## src/rtl/alu_pkg.sv

```systemverilog
// Shared ALU definitions. Holds only the multiplier state encoding.
package alu_pkg;

  localparam int MUL_STATE_W = 2;

  typedef enum logic [MUL_STATE_W-1:0] {
    IDLE = 2'd0,
    RUN  = 2'd1,
    DONE = 2'd2
  } mul_state_t;

endpackage : alu_pkg

```

## src/rtl/nbit_full_adder.sv

```systemverilog
// Ripple-carry adder over WIDTH+1 bits; the accumulation datapath of the ALU.
module nbit_full_adder #(
  parameter int WIDTH = 7
) (
  input  logic [WIDTH:0] a,
  input  logic [WIDTH:0] b,
  input  logic           ci,
  output logic [WIDTH:0] s,
  output logic           co
);

  logic [WIDTH+1:0] carry;

  always_comb begin
    carry    = '0;
    s        = '0;
    carry[0] = ci;
    for (int i = 0; i <= WIDTH; i++) begin
      s[i]       = a[i] ^ b[i] ^ carry[i];
      carry[i+1] = (a[i] & b[i]) | (carry[i] & (a[i] ^ b[i]));
    end
    co = carry[WIDTH+1];
  end

endmodule : nbit_full_adder

```

## src/rtl/seq_mul_unit.sv

```systemverilog
// Unsigned shift-and-add multiplier: one adder pass per cycle, N iterations,
// registered double-width product with zero/overflow flags.
module seq_mul_unit
  import alu_pkg::*;
#(
  parameter int WIDTH = 7
) (
  input  logic               clk,
  input  logic               rst_n,
  input  logic               start,
  input  logic [WIDTH:0]     a,
  input  logic [WIDTH:0]     b,
  output logic               busy,
  output logic               done,
  output logic [2*WIDTH+1:0] product,
  output logic               zero,
  output logic               ovf
);

  localparam int N  = WIDTH + 1;
  localparam int CW = $clog2(N + 1);

  mul_state_t state_q, state_d;

  logic [N-1:0]   acc_q,   acc_d;
  logic [N-1:0]   mq_q,    mq_d;
  logic [N-1:0]   mcand_q, mcand_d;
  logic [CW-1:0]  count_q, count_d;
  logic [2*N-1:0] product_q, product_d;
  logic           zero_q,  zero_d;
  logic           ovf_q,   ovf_d;

  logic [N-1:0]   add_b;
  logic [N-1:0]   add_s;
  logic           add_co;
  logic [N-1:0]   acc_nx;
  logic [N-1:0]   mq_nx;
  logic           last_iter;

  nbit_full_adder #(.WIDTH(WIDTH)) u_adder (
    .a  (acc_q),
    .b  (add_b),
    .ci (1'b0),
    .s  (add_s),
    .co (add_co)
  );

  assign add_b     = mq_q[0] ? mcand_q : '0;
  assign last_iter = (count_q == CW'(N - 1));

  // {c, acc, mq} >> 1 over 2N+1 bits: the top bit always shifts to zero, so
  // only the low 2N bits are kept and the carry lands in acc's MSB.
  assign {acc_nx, mq_nx} = {add_co, add_s, mq_q[N-1:1]};

  // NOTE: sequential state uses non-blocking assignments so every register
  // samples the pre-edge values regardless of process evaluation order.
  always_ff @(posedge clk) begin
    if (!rst_n) state_q <= IDLE;
    else        state_q <= state_d;
  end

  always_comb begin
    state_d = state_q;
    unique case (state_q)
      IDLE:    if (start) state_d = RUN;
      RUN:     if (last_iter) state_d = DONE;
      DONE:    state_d = IDLE;
      default: state_d = IDLE;
    endcase
  end

  always_comb begin
    busy = (state_q != IDLE);
    done = (state_q == DONE);
  end

  // NOTE: every _d signal is defaulted to its register first, so no path
  // through the case leaves it unassigned and no latch is inferred.
  always_comb begin
    acc_d     = acc_q;
    mq_d      = mq_q;
    mcand_d   = mcand_q;
    count_d   = count_q;
    product_d = product_q;
    zero_d    = zero_q;
    ovf_d     = ovf_q;
    unique case (state_q)
      IDLE: begin
        if (start) begin
          mcand_d = a;
          mq_d    = b;
          acc_d   = '0;
          count_d = '0;
        end
      end
      RUN: begin
        acc_d   = acc_nx;
        mq_d    = mq_nx;
        count_d = count_q + CW'(1);
        if (last_iter) begin
          product_d = {acc_nx, mq_nx};
          zero_d    = ({acc_nx, mq_nx} == '0);
          ovf_d     = |acc_nx;
        end
      end
      default: ;
    endcase
  end

  always_ff @(posedge clk) begin
    if (!rst_n) begin
      acc_q     <= '0;
      mq_q      <= '0;
      mcand_q   <= '0;
      count_q   <= '0;
      product_q <= '0;
      zero_q    <= 1'b0;
      ovf_q     <= 1'b0;
    end else begin
      acc_q     <= acc_d;
      mq_q      <= mq_d;
      mcand_q   <= mcand_d;
      count_q   <= count_d;
      product_q <= product_d;
      zero_q    <= zero_d;
      ovf_q     <= ovf_d;
    end
  end

  assign product = product_q;
  assign zero    = zero_q;
  assign ovf     = ovf_q;

endmodule : seq_mul_unit
```

## config.mk

```make
export PLATFORM = sky130hd
export DESIGN_NAME = seq_mul_unit
export DESIGN_NICKNAME = d
export VERILOG_FILES = /design/src/rtl/alu_pkg.sv /design/src/rtl/nbit_full_adder.sv /design/src/rtl/seq_mul_unit.sv
export SDC_FILE = /design/constraint.sdc
export NUM_CORES = 1
export LEC_CHECK = 0
export CAP_MARGIN = 25
export CORE_MARGIN = 1.5
export CORE_UTILIZATION = 30
export CTS_BUF_LIST = sky130_fd_sc_hd__clkbuf_4 sky130_fd_sc_hd__clkbuf_8 sky130_fd_sc_hd__clkbuf_16
export DETAILED_ROUTE_END_ITERATION = 6
export SLEW_MARGIN = 10
export SYNTH_ARGS = -nofsm -noshare
export SYNTH_HDL_FRONTEND = slang
export SYNTH_HIERARCHICAL = 1
export SYNTH_SLANG_ARGS = --single-unit
```

## constraint.sdc

```tcl
create_clock -name clk -period 8.1 [get_ports clk]
set_clock_uncertainty 0.2 [all_clocks]
set_input_delay 1.62 -clock clk [delete_from_list [all_inputs] [get_ports clk]]
set_output_delay 1.62 -clock clk [all_outputs]
set_load 0.02 [all_outputs]
```

==> qor.json, run 1 <==
{
  "maximum_number_of_pins_on_one_net_before_global_route_repair": 43,
  "cts_tree": "yes",
  "max_cap_violations": 0,
  "hpwlAfterDp_um": 3510,
  "final.hold.worst_slack_ns": 0.255,
  "timing_hold_violations_final": 0,
  "cp_num_buf_inv": 4,
  "power.clock.fraction": 0.368,
  "placement_rows": 31,
  "dr_total_vias": 1814,
  "proportion_of_layout_cells_with_a_drive_suffix_above_1": 0.0659,
  "drt-total-wl_um": 5030,
  "layout_setup_ws_ns": 3.62,
  "arrival_ns": 4.48,
  "cts_inserted_buffers": 5,
  "clock_sink_count": 48,
  "seq_power_share": 0.533,
  "leading_area_contributor_after_synthesis": "dfxtp_1",
  "antenna_found_initial": 0,
  "antenna_cells": 0,
  "drt_pre_antenna_iters": 4,
  "cpPeakStageDelay_ns": 0.40,
  "post_synth.cell_area_avg_um2": 9.32,
  "first_global_vias": 1726,
  "fp.dieW_um": 89.7,
  "power.combinational.fraction": 0.098,
  "total_power_uw": 470,
  "synth_top_area_share": 0.426,
  "synthesis.yosys.warnings": 6,
  "critical_path.slowest_cell": "dfxtp_1",
  "power.switching_uw": 113,
  "cts_hold_buf": 0,
  "worstPathMaxFanout": 10,
  "ff_latch_area_um2": 961,
  "nets": 300,
  "post-route-drc-count": 0,
  "power_density_nw_per_um2": 168,
  "globalplace.congestion": 0.798,
  "top_level_ports": 39,
  "floorplan.die.height_um": 89.7,
  "p_leak_nw": 1.02,
  "dp_worst_setup_slack_ns": 3.62,
  "post_cts_resize_count": 0,
  "crit_family": "adder cells",
  "final_cell_count_no_fill": 372,
  "ys_seq_area_frac": 0.426,
  "cp_cell_sequence": "and2_1 > fa_1 > inv_1 > fa_1 > inv_1 > fa_1 > fa_1 > fa_1 > fa_1 > fa_1 > inv_1 > fa_1 > inv_1 > nor4_1 > nand4_1 > and3b_1",
  "clk_root_buffer_cell": "clkbuf_8",
  "critical_path_required_ns": 8.10,
  "clock.fmax_ghz": 0.223,
  "coreArea_um2": 7250,
  "worstSkewPairLatency_ns": 0.30,
  "max_slew.worst_pin.slew_ns": 0.743,
  "timing.final.crit_period_ns": 4.48,
  "synthCells": 242,
  "finalSetupViolations": 0,
  "clk_path_buf_depth": 2,
  "fillCellCount": 772,
  "number_of_enable_flip_flop_cells_after_synthesis": 0,
  "yosys_register_bits": 48,
  "initial_core_utilization": 0.311,
  "dpl.cell_count": 363,
  "cp_common_cell": "fa_1",
  "track_usage": 0.136,
  "p_int_uw": 357,
  "globalRouteOverflowTotal": 0,
  "grt_first_pass_wirelength_um": 8350,
  "post-route-period-util": 0.553,
  "synth.distinct_cells": 41,
  "mostFrequentLayoutCells": "dfxtp_1, clkdlybuf4s50_1, o21ai_0, nand2_1, a21boi_1",
  "multi_input_comb_area_um2": 1150,
  "clk_pin_slew_ns": 0.09,
  "avgViaCountPerCell": 4.88,
  "outcome": "complete, no violations",
  "synth.cell_area_um2": 2250,
  "drt_first_iter_violations": 129,
  "layout_overhead_on_the_synthesized_area_pct": 23.9,
  "netlist_top_cells_area": "dfxtp_1, fa_1, a21boi_1, o21ai_0, nand3_1",
  "post_drt_wl_per_cell_um": 13.5,
  "h-tree-depth": 2,
  "synthesis.nets": 270,
  "slew_headroom": 0.505,
  "vdd_ir_drop_max_mv": 0.0693,
  "post-cts-setup-buffers": 0,
  "asyncSetResetFlopFracSynth": 0,
  "ant_nets": 0,
  "setup_total_negative_slack_ns": 0,
  "crit_path_end_kind": "flip-flop",
  "switching_share": 0.240,
  "place.port_buffers": 38,
  "dominantRegCellSynth": "dfxtp_1",
  "critical_path_class": "reg -> reg",
  "die-area_um2": 8040,
  "setup_repair_after_global_routing_missed_its_margin": "no",
  "final-max-slew-violation-count": 0,
  "timing.critical_path.from_type": "flip-flop",
  "mostFrequentLayoutCell": "dfxtp_1",
  "hp-class": "reg -> reg"
}
==> flip-flops by register name (all words and copies together) (netlist names) <==
register and cells:
zero 1, mcand_q 8, product 16, ovf 1
state_q 2, acc_q 8, count_q 4, mq_q 8
==> cell usage after synthesis, drive strengths merged, types with 8 or more instances <==
| cell type | count |
|---|---|
| dfxtp | 48 |
| a21boi | 26 |
| o21ai | 22 |
| nand2 | 19 |
| nand3 | 17 |
| inv | 12 |
| and2 | 11 |
| buf | 10 |
| a22o | 9 |
| clkbuf | 8 |
| fa | 8 |
| o221ai | 8 |
==> final timing paths <==
check | slack, ns | cells past startpoint | endpoint | startpoint
hold reg to reg | 0.25 | 2 | mcand_q[4] | mcand_q[4]
hold / removal | 0.25 | 2 | mcand_q[4] | mcand_q[4]
setup / recovery | 3.62 | 16 | ovf | mq_q[0]
setup reg to reg | 3.62 | 16 | ovf | mq_q[0]
==> power by group through the flow <==
stage / Clock, mW / Sequential, mW / Combinational [mW]
finish: 0.173 / 0.251 / 0.0462
global placement: 0 / 0.256 / 0.0458
floorplan: 0 / 0.253 / 0.0323
global route: 0.188 / 0.252 / 0.0516
CTS: 0.176 / 0.251 / 0.0462
detailed placement: 0 / 0.256 / 0.0461
==> final cells by class <==
type                    count  area share
repair buffers             41       0.146
inverters                  12      0.0161
clock inverters             3      0.0152
clock buffers               5      0.0246
multi-input cells         164       0.410
well taps                  99      0.0443
flip-flops and latches     48       0.344
==> cells by family (layout without fill, tap and decap cells) <==
| family | count (synthesis) | in the layout | synth area share |
|---|---|---|---|
| AOI/OAI and AO/OA | 77 | 77 | 0.240 |
| and+or+nand+nor | 76 | 76 | 0.186 |
| muxes | 1 | 1 | 0.00444 |
| DFF | 48 | 48 | 0.426 |
| adders and majority gates | 9 | 9 | 0.0766 |
| other | 1 | 1 | 0.00166 |
| buffers and inverters | 30 | 61 | 0.0655 |
==> routing by layer <==
| layer | vias up | wire length (um) | global-route usage |
|---|---|---|---|
| met5 | - | 0 | 0 |
| li1 | 908 | - | - |
| met4 | 0 | 68 | 0.0392 |
| met1 | 859 | 2470 | 0.191 |
| met2 | 41 | 2250 | 0.208 |
| met3 | 6 | 250 | 0.0320 |
==> metrics by stage <==
step                area, um2  utilization
CTS                      2780        0.384
global placement         2670        0.368
global route             2790        0.385
detailed placement       2670        0.368
floorplan                2250            -
finish                   2790        0.385
==> worst reg2reg max path: stages, from the launching register on <==
cell and delay [ns]:
dfxtp_1 0.40, and2_1 0.21, fa_1 0.39, inv_1 0.08, fa_1 0.17, inv_1 0.05
fa_1 0.38, fa_1 0.40, fa_1 0.39, fa_1 0.39, fa_1 0.37, inv_1 0.07
fa_1 0.15, inv_1 0.06, nor4_1 0.28, nand4_1 0.15, and3b_1 0.24
(Power assumes the default switching activity.)
==> run 2, diff against run 1 <==
clock period = 4.1 ns   (was 8.1 ns; I/O delays follow)
==> qor.json, run 2 (synthesis gave the netlist of run 1 again) <==
{
  "final-max-slew-violation-count": {"value": 0, "change": "unchanged"},
  "antenna_found_initial": {"value": 0, "change": "unchanged"},
  "layout_overhead_on_the_synthesized_area_pct": 27.5,
  "finalSetupViolations": {"value": 0, "change": "unchanged"},
  "vdd_ir_drop_max": {"value": 0.139, "unit": "mV", "change": "+100%"},
  "worstSkewPairLatency": {"value": 0.29, "unit": "ns", "change": "about the same"},
  "fp.dieW": {"value": 89.7, "unit": "um", "change": "unchanged"},
  "largest_register_ffs": {"value": 16, "change": "unchanged"},
  "outcome": "complete, no violations",
  "floorplan.die.height": {"value": 89.7, "unit": "um", "change": "unchanged"},
  "clk_path_buf_depth": {"value": 2, "change": "unchanged"},
  "timing.critical_path.from_type": "flip-flop",
  "drt_first_iter_violations": {"value": 140, "change": "+8.5%"},
  "track_usage": {"value": 0.138, "change": "+0.00256"},
  "initial_core_utilization": {"value": 0.311, "change": "unchanged"},
  "switching_share": {"value": 0.224, "change": "-0.0158"},
  "h-tree-depth": {"value": 2, "change": "unchanged"},
  "p_leak": {"value": 1.04, "unit": "nW", "change": "+1.9%"},
  "critical_path_class": "reg -> reg",
  "ff_latch_area": {"value": 962, "unit": "um2", "change": "+0.13%"},
  "cts_hold_buf": {"value": 0, "change": "unchanged"},
  "post-route-period-util": {"value": 0.971, "change": "+0.418"},
  "globalRouteOverflowTotal": {"value": 0, "change": "unchanged"},
  "power.combinational.fraction": {"value": 0.102, "change": "+0.004"},
  "fillCellCount": {"value": 757, "change": "-1.9%"},
  "placement_rows": {"value": 31, "change": "unchanged"},
  "place.port_buffers": {"value": 38, "change": "unchanged"},
  "timing.final.crit_period": {"value": 3.98, "unit": "ns", "change": "-0.494 ns"},
  "maximum_number_of_pins_on_one_net_before_global_route_repair": {"value": 29, "change": "-33%"},
  "critical_path_required": {"value": 4.09, "unit": "ns", "change": "-4.01 ns"},
  "max_slew.worst_pin.slew": {"value": 0.757, "unit": "ns", "change": "+0.0144 ns"},
  "post_drt_wl_per_cell": {"value": 13.5, "unit": "um", "change": "-0.32%"},
  "hpwlAfterDp": {"value": 3580, "unit": "um", "change": "+2.0%"},
  "antenna_cells": {"value": 0, "change": "unchanged"},
  "design_area": {"value": 2870, "unit": "um2", "change": "+2.9%"},
  "clock.fmax": {"value": 0.251, "unit": "GHz", "change": "+12%"},
  "die-area": {"value": 8040, "unit": "um2", "change": "unchanged"},
  "coreArea": {"value": 7250, "unit": "um2", "change": "unchanged"},
  "arrival": {"value": 3.97, "unit": "ns", "change": "-0.51 ns"},
  "crit_path_end_kind": "flip-flop",
  "cts_tree": "yes",
  "power.switching": {"value": 215, "unit": "uW", "change": "+91%"},
  "nets": {"value": 304, "change": "+1.3%"},
  "top_level_ports": {"value": 39, "change": "unchanged"},
  "post-route-drc-count": {"value": 0, "change": "unchanged"},
  "setup_repair_after_global_routing_missed_its_margin": "yes",
  "grt_first_pass_wirelength": {"value": 8530, "unit": "um", "change": "+2.1%"},
  "cts_inserted_buffers": {"value": 5, "change": "unchanged"},
  "slew_headroom": {"value": 0.495, "change": "-0.00957"},
  "final.hold.worst_slack": {"value": 0.256, "unit": "ns", "change": "+0.00146 ns"},
  "mostFrequentLayoutCells": "dfxtp_1, clkdlybuf4s50_1, o21ai_0, nand2_1, a21boi_1",
  "globalplace.congestion": {"value": 0.825, "change": "+3.4%"},
  "clk_root_buffer_cell": "clkbuf_8",
  "total_power": {"value": 959, "unit": "uW", "change": "+100%"},
  "clk_pin_slew": {"value": 0.09, "unit": "ns", "change": "about the same"},
  "power_density": {"value": 334, "unit": "nW/um2", "change": "+98%"},
  "power.clock.fraction": {"value": 0.383, "change": "+0.015"},
  "worstPathMaxFanout": {"value": 2, "change": "-8"},
  "drt-total-wl": {"value": 5070, "unit": "um", "change": "+0.75%"},
  "clock_sink_count": {"value": 48, "change": "unchanged"},
  "hp-class": "reg -> reg",
  "max_cap_violations": {"value": 0, "change": "unchanged"},
  "drt_pre_antenna_iters": {"value": 4, "change": "unchanged"},
  "timing_hold_violations_final": {"value": 0, "change": "unchanged"},
  "proportion_of_layout_cells_with_a_drive_suffix_above_1": {"value": 0.134, "change": "+0.0676"},
  "avgViaCountPerCell": {"value": 4.82, "change": "-1.2%"},
  "dr_total_vias": {"value": 1811, "change": "-0.17%"},
  "multi_input_comb_area": {"value": 1180, "unit": "um2", "change": "+2.6%"},
  "mostFrequentLayoutCell": "dfxtp_1",
  "seq_power_share": {"value": 0.515, "change": "-0.018"},
  "first_global_vias": {"value": 1713, "change": "-0.75%"},
  "setup_total_negative_slack": {"value": 0, "unit": "ns", "change": "unchanged"},
  "ant_nets": {"value": 0, "change": "unchanged"},
  "placement.cell_area": {"value": 2700, "unit": "um2", "change": "+1.2%"},
  "p_int": {"value": 744, "unit": "uW", "change": "+110%"},
  "final_core_utilization": {"value": 0.396, "change": "+0.0110"}
}
==> run 2: changes by cell type in the layout (fill, tap and decap cells not counted), sizes merged <==
cell | before | now
buf | 3 | 7
clkbuf | 5 | 7
clkinv | 1 | 0
clkinvlp | 1 | 0
==> run 2: through the flow <==
stage / setup WS, ns / cells
floorplan: 0.0232 / 242
finish: 0.119 / 376
detailed placement: -0.147 / 367
global placement: -0.0733 / 367
global route: -0.0211 / 376
CTS: 0.0301 / 375
==> run 2: final timing paths <==
| path | to | startpoint | slack, ns | cells past startpoint |
|---|---|---|---|---|
| worst max-delay path | ovf | mq_q[0] | 0.12 | 16 |
| worst min-delay path | mcand_q[1] | mcand_q[1] | 0.26 | 2 |
| worst max register to register | ovf | mq_q[0] | 0.12 | 16 |
| worst min register to register | mcand_q[1] | mcand_q[1] | 0.26 | 2 |
==> run 2: power groups by stage <==
stage	clock network, mW	logic, mW	registers [mW]
after global routing	0.408	0.109	0.497
after global placement	0	0.0943	0.504
after CTS	0.379	0.0954	0.493
after floorplan	0	0.0640	0.500
after detailed placement	0	0.0946	0.504
final	0.368	0.0978	0.494
==> run 2: area by class of cell <==
class,count,share of cell area
flip-flops and latches,48,0.335
multi-input cells,164,0.409
clock buffers,7,0.0335
repair buffers,45,0.153
well taps,99,0.0431
inverters,12,0.0157
clock inverters,1,0.0104
==> run 2: critical path, stage by stage, from the launching register on <==
cell     delay (ns)
dfxtp_2        0.32
and2_4         0.15
fa_2           0.35
inv_2          0.06
fa_2           0.18
inv_2          0.04
fa_2           0.34
fa_2           0.35
fa_2           0.35
fa_2           0.34
fa_2           0.34
inv_2          0.06
fa_1           0.16
inv_2          0.04
nor4_2         0.22
nand4_1        0.15
and3b_1        0.23
==> run 2: repair_timing <==
item / in CTS / in global routing
gates resized for setup: 5 / 10
setup endpoints to repair: 3 / 3
pin swaps: 3 / 2
buffers inserted: 0 / 0
==> run 2: routing by layer <==
metal	share of wire	vias to the layer above	global-route usage
li1	-	919	-
met1	0.52	837	0.212
met2	0.43	48	0.193
met3	0.038	7	0.0329
met4	0.012	0	0.0336
met5	0	-	0
==> run 3, diff against run 2 <==
CELL_PAD_IN_SITES_DETAIL_PLACEMENT = 0   (was unset)
CELL_PAD_IN_SITES_GLOBAL_PLACEMENT = 1   (was unset)
CTS_BUF_LIST = sky130_fd_sc_hd__clkbuf_2   (was sky130_fd_sc_hd__clkbuf_4 sky130_fd_sc_hd__clkbuf_8 sky130_fd_sc_hd__clkbuf_16)
PLACE_DENSITY_LB_ADDON = 0.1   (was unset)
==> qor.json, run 3 (synthesis gave the netlist of run 1 again) <==
{
  "power.clock.fraction": {"value": 0.298, "change": "-0.085"},
  "slew_headroom": {"value": 0.464, "change": "-0.0315"},
  "antenna_found_initial": {"value": 0, "change": "unchanged"},
  "crit_family": "adder cells",
  "outcome": "complete, no violations",
  "drt-total-wl": {"value": 5510, "unit": "um", "change": "+8.7%"},
  "largest_register_ffs": {"value": 16, "change": "unchanged"},
  "hp-start": "mcand_q[3]",
  "hpwlAfterDp": {"value": 3700, "unit": "um", "change": "+3.5%"},
  "power.combinational.fraction": {"value": 0.117, "change": "+0.015"},
  "seq_power_share": {"value": 0.585, "change": "+0.070"},
  "timing.reg2reg.setup_slack": {"value": 0.13, "unit": "ns", "change": "about the same"},
  "placement.cell_area": {"value": 2700, "unit": "um2", "change": "unchanged"},
  "crit_path_end_kind": "flip-flop",
  "h-tree-depth": {"value": 2, "change": "unchanged"},
  "globalplace.congestion": {"value": 0.828, "change": "+0.36%"},
  "hp-class": "reg -> reg",
  "switching_share": {"value": 0.257, "change": "+0.0327"},
  "cts_tree": "yes",
  "timing.final.crit_period": {"value": 3.97, "unit": "ns", "change": "-0.0102 ns"},
  "worstSkewPairLatency": {"value": 0.43, "unit": "ns", "change": "+0.14 ns"},
  "worst_hold_path.num_cells": {"value": 2, "change": "unchanged"},
  "drt_pre_antenna_iters": {"value": 4, "change": "unchanged"},
  "proportion_of_layout_cells_with_a_drive_suffix_above_1": {"value": 0.116, "change": "-0.0181"},
  "grt_first_pass_wirelength": {"value": 9100, "unit": "um", "change": "+6.7%"},
  "critical_path_class": "reg -> reg",
  "cp_common_cell": "fa_2",
  "post-cts-setup-buffers": {"value": 0, "change": "unchanged"},
  "maximum_number_of_pins_on_one_net_before_global_route_repair": {"value": 29, "change": "unchanged"},
  "critical_path_required": {"value": 4.25, "unit": "ns", "change": "+0.16 ns"},
  "post-route-period-util": {"value": 0.969, "change": "-0.00248"},
  "floorplan.die.height": {"value": 89.7, "unit": "um", "change": "unchanged"},
  "clock.fmax": {"value": 0.252, "unit": "GHz", "change": "+0.26%"},
  "power.switching": {"value": 218, "unit": "uW", "change": "+1.3%"},
  "post_drt_wl_per_cell": {"value": 14.7, "unit": "um", "change": "+8.7%"},
  "final-max-slew-violation-count": {"value": 0, "change": "unchanged"},
  "drt_first_iter_violations": {"value": 68, "change": "-51%"},
  "finalSetupViolations": {"value": 0, "change": "unchanged"},
  "dp_worst_setup_slack": {"value": -0.113, "unit": "ns", "change": "+0.0343 ns"},
  "mostFrequentLayoutCells": "dfxtp_1, clkdlybuf4s50_1, o21ai_0, nand2_1, a21boi_1",
  "cts_hold_buf": {"value": 0, "change": "unchanged"},
  "clk_path_buf_depth": {"value": 2, "change": "unchanged"},
  "cts_inserted_buffers": {"value": 5, "change": "unchanged"},
  "die-area": {"value": 8040, "unit": "um2", "change": "unchanged"},
  "max_cap_violations": {"value": 0, "change": "unchanged"},
  "vdd_ir_drop_max": {"value": 0.110, "unit": "mV", "change": "-21%"},
  "place.port_buffers": {"value": 38, "change": "unchanged"},
  "timing_hold_violations_final": {"value": 0, "change": "unchanged"},
  "max_slew.worst_pin.slew": {"value": 0.804, "unit": "ns", "change": "+0.0472 ns"},
  "rr_worst_depth": {"value": 16, "change": "unchanged"},
  "first_global_vias": {"value": 1797, "change": "+4.9%"},
  "avgViaCountPerCell": {"value": 4.87, "change": "+1.2%"},
  "timing.critical_path.from_type": "flip-flop",
  "p_leak": {"value": 1.01, "unit": "nW", "change": "-2.4%"},
  "critical_path.slowest_cell": "dfxtp_2",
  "layout_overhead_on_the_synthesized_area_pct": 24.4,
  "layout_setup_ws": {"value": 0.129, "unit": "ns", "change": "+0.0102 ns"},
  "coreArea": {"value": 7250, "unit": "um2", "change": "unchanged"},
  "arrival": {"value": 4.13, "unit": "ns", "change": "+0.16 ns"},
  "mostFrequentLayoutCell": "dfxtp_1",
  "initial_core_utilization": {"value": 0.311, "change": "unchanged"},
  "antenna_cells": {"value": 0, "change": "unchanged"},
  "hold-path-endpoint": "mcand_q[3]",
  "power_density": {"value": 302, "unit": "nW/um2", "change": "-9.4%"},
  "cpPeakStageDelay": {"value": 0.37, "unit": "ns", "change": "+0.02 ns"},
  "p_int": {"value": 630, "unit": "uW", "change": "-15%"},
  "post-route-drc-count": {"value": 0, "change": "unchanged"},
  "clk_root_buffer_cell": "clkbuf_2",
  "cp_cell_sequence": "and2_4 > fa_2 > inv_2 > fa_1 > inv_1 > fa_2 > fa_2 > fa_2 > fa_2 > fa_2 > inv_2 > fa_1 > inv_1 > nor4_2 > nand4_1 > and3b_1",
  "fp.dieW": {"value": 89.7, "unit": "um", "change": "unchanged"},
  "dr_total_vias": {"value": 1832, "change": "+1.2%"},
  "crit-reg2reg-launch": "mq_q[0]",
  "track_usage": {"value": 0.151, "change": "+0.0127"},
  "worstPathMaxFanout": {"value": 2, "change": "unchanged"},
  "clock_sink_count": {"value": 48, "change": "unchanged"},
  "top_level_ports": {"value": 39, "change": "unchanged"},
  "design_area": {"value": 2800, "unit": "um2", "change": "-2.4%"},
  "globalRouteOverflowTotal": {"value": 0, "change": "unchanged"},
  "placement_rows": {"value": 31, "change": "unchanged"},
  "clk_pin_slew": {"value": 0.24, "unit": "ns", "change": "+0.15 ns"},
  "nets": {"value": 304, "change": "unchanged"},
  "ant_nets": {"value": 0, "change": "unchanged"},
  "cp_num_buf_inv": {"value": 4, "change": "unchanged"},
  "reg_to_reg_end": "ovf"
}
run 3: through the flow:
step           power (mW)  setup TNS [ns]  std cells   util  hold WS, ns
3_5_place_dp        0.601          -0.185        367  0.373        0.245
4_1_cts             0.857        -0.00965        375  0.384        0.270
2_1_floorplan       0.564               0        242      -        0.230
5_1_grt             0.889         -0.0623        376  0.387        0.288
6_report            0.848               0        376  0.387        0.264
3_3_place_gp        0.602         -0.0911        367  0.373        0.242
run 3: layout make-up:
class	instances	area, um2
Tap cell	99	124
Timing Repair Buffer	45	440
Clock inverter	3	37.5
Inverter	12	45.0
Sequential cell	48	962
Fill cell	796	4450
Clock buffer	5	25.0
Multi-Input combinational cell	164	1170
run 3: layer usage:
layer	part of all wire	track usage
met1	0.49	0.210
met2	0.44	0.235
met3	0.050	0.0302
met4	0.012	0.0462
met5	0	0
run 3: worst max path at each step:
| stage | start | cells after the start | to |
|---|---|---|---|
| after floorplan | mq_q[0] | 16 | ovf |
| after global placement | mq_q[0] | 16 | ovf |
| after detailed placement | mq_q[0] | 16 | ovf |
| after CTS | mq_q[0] | 16 | ovf |
| after global routing | mq_q[0] | 16 | ovf |
| final | mq_q[0] | 16 | ovf |
run 3: power groups by stage:
stage / Combinational, mW / Clock, mW / Sequential (mW)
final: 0.0988 / 0.253 / 0.496
after floorplan: 0.0640 / 0 / 0.500
after CTS: 0.0975 / 0.263 / 0.496
after global placement: 0.0973 / 0 / 0.505
after global routing: 0.111 / 0.279 / 0.499
after detailed placement: 0.0964 / 0 / 0.504
run 3: worst min-delay path, stage by stage, from the launching register on:
cell      delay [ns]
dfxtp_1         0.35
nand2_1         0.05
a21boi_1        0.05
run 3: repair_timing:
action,CTS,global route
hold endpoints to repair,0,0
setup endpoints to repair,4,4
resized for setup,10,2
pin swaps,9,8
